[config.mk]
export PLATFORM = sky130hd
export DESIGN_NAME = alu_pin_responder
export DESIGN_NICKNAME = d
export VERILOG_FILES = /design/src/rtl/alu_pin_responder.sv
export SDC_FILE = /design/constraint.sdc
export NUM_CORES = 1
export LEC_CHECK = 0
export ABC_CLOCK_PERIOD_IN_PS = 13100
export CAP_MARGIN = 20
export CORE_ASPECT_RATIO = 1.4
export CORE_MARGIN = 2
export CORE_UTILIZATION = 45
export DETAILED_ROUTE_END_ITERATION = 8
export GPL_TIMING_DRIVEN = 0
export PLACE_DENSITY = 0.74
export SLEW_MARGIN = 20
export SYNTH_ARGS = -nofsm -noshare
export SYNTH_HDL_FRONTEND = slang
export SYNTH_SLANG_ARGS = --single-unit
[constraint.sdc]
create_clock -name wb_clk_i -period 13.1 [get_ports wb_clk_i]
set_input_delay 3.93 -clock wb_clk_i [delete_from_list [all_inputs] [get_ports wb_clk_i]]
set_output_delay 3.93 -clock wb_clk_i [all_outputs]
set_load 0.01 [all_outputs]
[src/rtl/alu_pin_responder.sv]
// ---------------------------------------------------------------------------
// alu_pin_responder
//   User-project-side responder for the dual 4-bit ALU pin protocol.
//   The operand/select bus on io_in[37:18] is synchronised to wb_clk_i and
//   filtered until it has been stable for STABLE_CYCLES cycles. Both ALU
//   results are then computed and presented on the pads with a valid flag.
//
// Ports
//   wb_clk_i       system clock
//   wb_rst_i       asynchronous active-high reset
//   io_in[37:18]   {sel1[1:0], sel0[1:0], B1, A1, B0, A0}; other bits ignored
//   io_out         [0]=valid [8:4]=R0 [13:9]=R1 [16:14]=count [17]=busy,
//                  all other bits 0
//   io_oeb         active-low enables: 0 on [0] and [17:4], 1 elsewhere
// ---------------------------------------------------------------------------
module alu_pin_responder #(
    parameter int STABLE_CYCLES = 4,
    parameter int CNT_W         = 3
) (
    input  logic        wb_clk_i,
    input  logic        wb_rst_i,
    input  logic [37:0] io_in,
    output logic [37:0] io_out,
    output logic [37:0] io_oeb
);

    typedef enum logic [1:0] {IDLE, SETTLE, COMPUTE, PRESENT} state_t;

    // Last stability count value before acceptance; the accepting edge is
    // the STABLE_CYCLES-th consecutive unchanged cycle.
    localparam logic [3:0] STAB_LAST = 4'(STABLE_CYCLES - 1);

    state_t             state_reg, state_next;
    logic [19:0]        sync_reg, s_reg, s_d_reg;
    logic [19:0]        cap_reg, cap_next;
    logic [3:0]         stab_reg, stab_next;
    logic [4:0]         r0_reg, r0_next, r1_reg, r1_next;
    logic [4:0]         out0_reg, out0_next, out1_reg, out1_next;
    logic [CNT_W-1:0]   cnt_reg, cnt_next;
    logic               valid_reg, valid_next, busy_reg, busy_next;
    logic [9:0]         alu_res;
    logic               unused_pins;

    assign unused_pins = ^io_in[17:0];

    function automatic logic [4:0] alu_op(input logic [3:0] a, input logic [3:0] b,
                                          input logic [1:0] sel);
        logic [4:0] r;
        case (sel)
            2'b00:   r = {1'b0, a} + {1'b0, b};
            2'b01:   r = {1'b0, a} - {1'b0, b};
            2'b10:   r = {1'b0, a & b};
            default: r = {1'b0, a | b};
        endcase
        return r;
    endfunction

    // Channel gi: A at [8gi+3:8gi], B at [8gi+7:8gi+4], sel at [16+2gi+1:16+2gi].
    generate
        for (genvar gi = 0; gi < 2; gi++) begin : g_alu
            assign alu_res[gi*5 +: 5] = alu_op(cap_reg[gi*8 +: 4],
                                               cap_reg[gi*8 + 4 +: 4],
                                               cap_reg[16 + gi*2 +: 2]);
        end
    endgenerate

    always_ff @(posedge wb_clk_i or posedge wb_rst_i) begin
        if (wb_rst_i) begin
            state_reg <= IDLE;
            sync_reg  <= '0;
            s_reg     <= '0;
            s_d_reg   <= '0;
            cap_reg   <= '0;
            stab_reg  <= '0;
            r0_reg    <= '0;
            r1_reg    <= '0;
            out0_reg  <= '0;
            out1_reg  <= '0;
            cnt_reg   <= '0;
            valid_reg <= 1'b0;
            busy_reg  <= 1'b0;
        end else begin
            state_reg <= state_next;
            sync_reg  <= io_in[37:18];
            s_reg     <= sync_reg;
            s_d_reg   <= s_reg;
            cap_reg   <= cap_next;
            stab_reg  <= stab_next;
            r0_reg    <= r0_next;
            r1_reg    <= r1_next;
            out0_reg  <= out0_next;
            out1_reg  <= out1_next;
            cnt_reg   <= cnt_next;
            valid_reg <= valid_next;
            busy_reg  <= busy_next;
        end
    end

    always_comb begin
        state_next = state_reg;
        cap_next   = cap_reg;
        stab_next  = stab_reg;
        r0_next    = r0_reg;
        r1_next    = r1_reg;
        out0_next  = out0_reg;
        out1_next  = out1_reg;
        cnt_next   = cnt_reg;
        valid_next = valid_reg;
        busy_next  = busy_reg;
        case (state_reg)
            IDLE: begin
                // Comparing against the captured operands (not the delayed
                // copy) means a change arriving during COMPUTE/PRESENT is
                // still picked up here, and repeats of the same value are not.
                if (s_reg != cap_reg) begin
                    state_next = SETTLE;
                    stab_next  = '0;
                    busy_next  = 1'b1;
                    valid_next = 1'b0;
                end
            end
            SETTLE: begin
                if (s_reg != s_d_reg) begin
                    stab_next = '0;
                end else if (stab_reg == STAB_LAST) begin
                    cap_next   = s_reg;
                    stab_next  = '0;
                    state_next = COMPUTE;
                end else begin
                    stab_next = stab_reg + 4'd1;
                end
            end
            COMPUTE: begin
                r0_next    = alu_res[4:0];
                r1_next    = alu_res[9:5];
                state_next = PRESENT;
            end
            PRESENT: begin
                out0_next  = r0_reg;
                out1_next  = r1_reg;
                cnt_next   = cnt_reg + 1'b1;
                valid_next = 1'b1;
                busy_next  = 1'b0;
                state_next = IDLE;
            end
            default: state_next = IDLE;
        endcase
    end

    assign io_out = {20'h0, busy_reg, cnt_reg, out1_reg, out0_reg, 3'b000, valid_reg};
    assign io_oeb = {20'hFFFFF, 14'h0000, 3'b111, 1'b0};

endmodule
==> impl_summary.log <==
INFO  metric sequential_power_share = 48.6%
INFO  metric routedWlPerCell = 12.72 um
INFO  metric synth.distinct_cells = 36
INFO  metric routed_wirelength = 8.723 mm
INFO  metric intPower = 607.7 uW
INFO  metric final_max_slew_violation_count = 0
INFO  metric min_period = 5.302 ns
INFO  metric route.detailed.drc = 0
INFO  metric p_clk_share = 29.6%
INFO  metric cts_hold_buffers = 0
INFO  metric grt_start_max_net_pins = 87
INFO  metric design.die.area = 12,580 um^2
INFO  metric synth-async-reset-ratio = 100.0%
INFO  metric grt-ovfl-total = 0
INFO  metric numClockSinks = 111
INFO  metric cp_data_arrival_time = 1.37 ns
INFO  metric power_per_cell_area = 131.5 nW/um^2
INFO  metric ys_top_cells_by_count = 111 x sky130_fd_sc_hd__dfrtp_1, 63 x sky130_fd_sc_hd__buf_4, 43 x sky130_fd_sc_hd__xor2_1, 21 x sky130_fd_sc_hd__inv_1
INFO  metric numPortBuffers = 36
INFO  metric tns = 0 ns
INFO  metric avgSynthCellArea = 12.20 um^2
INFO  metric net-switching-power = 223.0 uW
INFO  metric achievable-frequency = 188.6 MHz
INFO  metric cp_slowest_cell = sky130_fd_sc_hd__clkdlybuf4s50_1
INFO  metric crit_fanout = 3
INFO  metric drive_gt1_share = 22.88%
INFO  metric finalSetupViolations = 0
INFO  metric insertion_delay = 0.35 ns
INFO  metric width_of_the_die = 95.37 um
INFO  metric holdCritPathClass = reg2reg
INFO  metric post_synth_inst_count = 431
INFO  metric max_vdd_drop = 75.22 uV
INFO  metric cp-start-kind = register
INFO  metric synth_top_cell_area_share = 52.82%
INFO  metric timing.clock.skew = 0.008597 ns
INFO  metric place_hpwl = 6.625 mm
INFO  metric numPlacedInstances = 671
INFO  metric post_cts.resized_instances = 0
INFO  metric largest_stage_delay_on_the_critical_path = 0.52 ns
INFO  metric cts.reportedPaths.clkPinSlew = 0.07 ns
INFO  metric min_path_cells = 0
INFO  metric worst-setup-path-type = reg2out
INFO  metric swShare = 26.84%
INFO  metric num_rows = 46
INFO  metric worst-r2r-cell-count = 10
INFO  metric slew_worst_pin = 0.5733 ns
INFO  metric per_cell_via_count_in_the_routed_design = 4.504
INFO  metric post_cts_buffers = 0
INFO  metric synth_most_common_cell = sky130_fd_sc_hd__dfrtp_1
INFO  metric antenna_cells = 0
INFO  metric power.combinational.fraction = 21.8%
INFO  metric cts_h_tree_depth = 3
INFO  metric cpLargestDelayFamily = buffers and inverters
INFO  metric synthDominantAreaCellType = sky130_fd_sc_hd__dfrtp_1
INFO  metric track_usage = 14.59%
INFO  metric grt_pass1_vias = 3,002
INFO  metric dieHeight = 131.9 um
INFO  metric root_buffer = sky130_fd_sc_hd__clkbuf_16
INFO  metric worstPathRequired = 9.17 ns
INFO  metric timing.critical_path.cells = buf_4, clkdlybuf4s50_1
INFO  metric rsz0062_at_grt = no
INFO  metric worst_setup_path_end_kind = output pin
INFO  metric slew-limit-headroom = 61.43%
INFO  metric reported_max_cap_violation_count = 0
INFO  metric antenna_found_initial = 0
INFO  metric mapped_cell_area = 5259 um^2
INFO  metric ys_top_cells_by_area = sky130_fd_sc_hd__dfrtp_1 53%, sky130_fd_sc_hd__buf_4 9.0%, sky130_fd_sc_hd__xor2_1 7.2%
INFO  metric vias = 3,090
INFO  metric status = finished, final reports clean
INFO  metric synth-edff-count = 0
INFO  metric tritoncts = yes
INFO  metric final_cell_count_no_fill = 686
INFO  metric gp_congestion = 0.7740
INFO  metric hold_viol = 0
INFO  metric synth-seq-area-share = 52.82%
INFO  metric ioPinCount = 116
INFO  metric tritoncts.num_buffers = 9
INFO  metric dominantRegCellSynth = sky130_fd_sc_hd__dfrtp_1
INFO  metric first_drt_pass_iteration_count = 4
INFO  metric start_util = 46.38%
INFO  metric p_leak = 3.058 nW
INFO  metric area_added_between_synthesis_and_finish = 20.15%
INFO  metric drt.antenna.violating_nets = 0
INFO  metric fin_crit_sh = 40.47%
INFO  metric drt_iter0_markers = 131
INFO  metric path_depth = 2
INFO  metric cts_max_path_buffers = 2
INFO  metric yosys_synthesis_warning_count = 0
INFO  metric grt_first_pass_wirelength = 14.12 mm
INFO  metric synth_seq_cells = 111
INFO  metric num-nets-final = 600
INFO  metric core_region_area = 11,340 um^2
INFO  metric worstPathBufferInverterCount = 2
[layout by cell type (no fill, tap or decap), types with 6 or more instances in the layout]
cell                              synthesis  layout
sky130_fd_sc_hd__dfrtp_1                111     111
sky130_fd_sc_hd__buf_4                   63      63
sky130_fd_sc_hd__conb_1                   2      61
sky130_fd_sc_hd__xor2_1                  43      43
sky130_fd_sc_hd__clkdlybuf4s50_1          0      36
sky130_fd_sc_hd__inv_1                   21      20
sky130_fd_sc_hd__mux2_4                  20      20
sky130_fd_sc_hd__ha_1                    20      20
sky130_fd_sc_hd__nand2_1                 19      19
sky130_fd_sc_hd__mux2_2                  16      16
sky130_fd_sc_hd__a21oi_1                 15      15
sky130_fd_sc_hd__o21ai_0                 15      15
sky130_fd_sc_hd__nor2_1                  14      14
sky130_fd_sc_hd__clkbuf_1                10      11
sky130_fd_sc_hd__xnor2_1                  9       9
sky130_fd_sc_hd__clkbuf_16                0       9
sky130_fd_sc_hd__nor4_1                   8       8
sky130_fd_sc_hd__nand3_1                  6       6
[power groups by stage]
| stage | clock (mW) | sequential (mW) | combinational [mW] |
|---|---|---|---|
| 3_5_place_dp | 0 | 0.411 | 0.183 |
| 5_1_grt | 0.265 | 0.409 | 0.201 |
| 4_1_cts | 0.252 | 0.404 | 0.183 |
| 2_1_floorplan | 0 | 0.411 | 0.116 |
| 6_report | 0.246 | 0.404 | 0.181 |
| 3_3_place_gp | 0 | 0.409 | 0.174 |
[worst paths after layout]
kind | startpoint | endpoint | slack, ns
worst max-delay path | valid_reg$_DFFE_PP0P_ | io_out[0] | 7.80
worst min-delay path | sync_reg[8]$_DFF_PP0_ | s_reg[8]$_DFF_PP0_ | 0.35
worst max register to register | cap_reg[17]$_DFFE_PP0P_ | r0_reg[4]$_DFFE_PP0P_ | 10.55
worst min register to register | sync_reg[8]$_DFF_PP0_ | s_reg[8]$_DFF_PP0_ | 0.35
max in group asynchronous | wb_rst_i | s_d_reg[4]$_DFF_PP0_ | 8.52
min in group asynchronous | wb_rst_i | s_reg[8]$_DFF_PP0_ | 3.90
[through the flow]
step	area [um^2]	setup WS, ns	hold slack (ns)	power [mW]	utilization, %
floorplan	5480	6.239	0.3312	0.5276	-
global placement	6021	4.884	0.3317	0.5823	53.10
detailed placement	6053	8.128	0.3347	0.5935	53.39
CTS	6319	7.799	0.3494	0.8398	55.73
global route	6319	7.757	0.3513	0.8745	55.73
finish	6319	7.798	0.3466	0.8307	55.73
[per-layer routing]
layer / wire length (um) / vias to the layer above / share of wire [%] / GRT usage, %
met5: 0 / - / 0 / 0
met4: 206 / 0 / 2.4 / 6.522
met3: 450 / 14 / 5.2 / 2.973
met2: 4879 / 85 / 56 / 26.92
met1: 3186 / 1480 / 37 / 15.49
li1: - / 1511 / - / -
[worst reg2reg max path: cells and delay by family, from the launching register on]
kind	cells	cell delay, ns
compound gates	2	0.35
xor+xnor	2	0.31
fa+ha+maj	1	0.31
buf+inv	1	0.39
flops	1	0.36
mux	1	0.27
simple gates	3	0.45
[layout make-up]
class                   instances  area (um^2)
fillers                       933         5020
flip-flops and latches        111         2778
multi-input cells             283         2091
plain buffers                  75        533.0
repair buffers                 37        387.9
clock buffers                  11        242.7
well taps                     144        180.2
inverters                      21        83.83
clock inverters                 4        22.52
[cells by family (layout without fill, tap and decap cells)]
| logic type | Yosys count | in the layout | share of synthesized area, % |
|---|---|---|---|
| and+or+nand+nor | 64 | 64 | 6.448 |
| other | 2 | 61 | 0.1428 |
| adders and majority gates | 24 | 24 | 5.901 |
| DFF | 111 | 111 | 52.82 |
| muxes | 40 | 40 | 9.898 |
| buffers and inverters | 96 | 148 | 11.63 |
| AOI/OAI and AO/OA | 42 | 42 | 4.497 |
| xor gates and xnor gates | 52 | 52 | 8.661 |
Power figures use the tool's default switching activity.
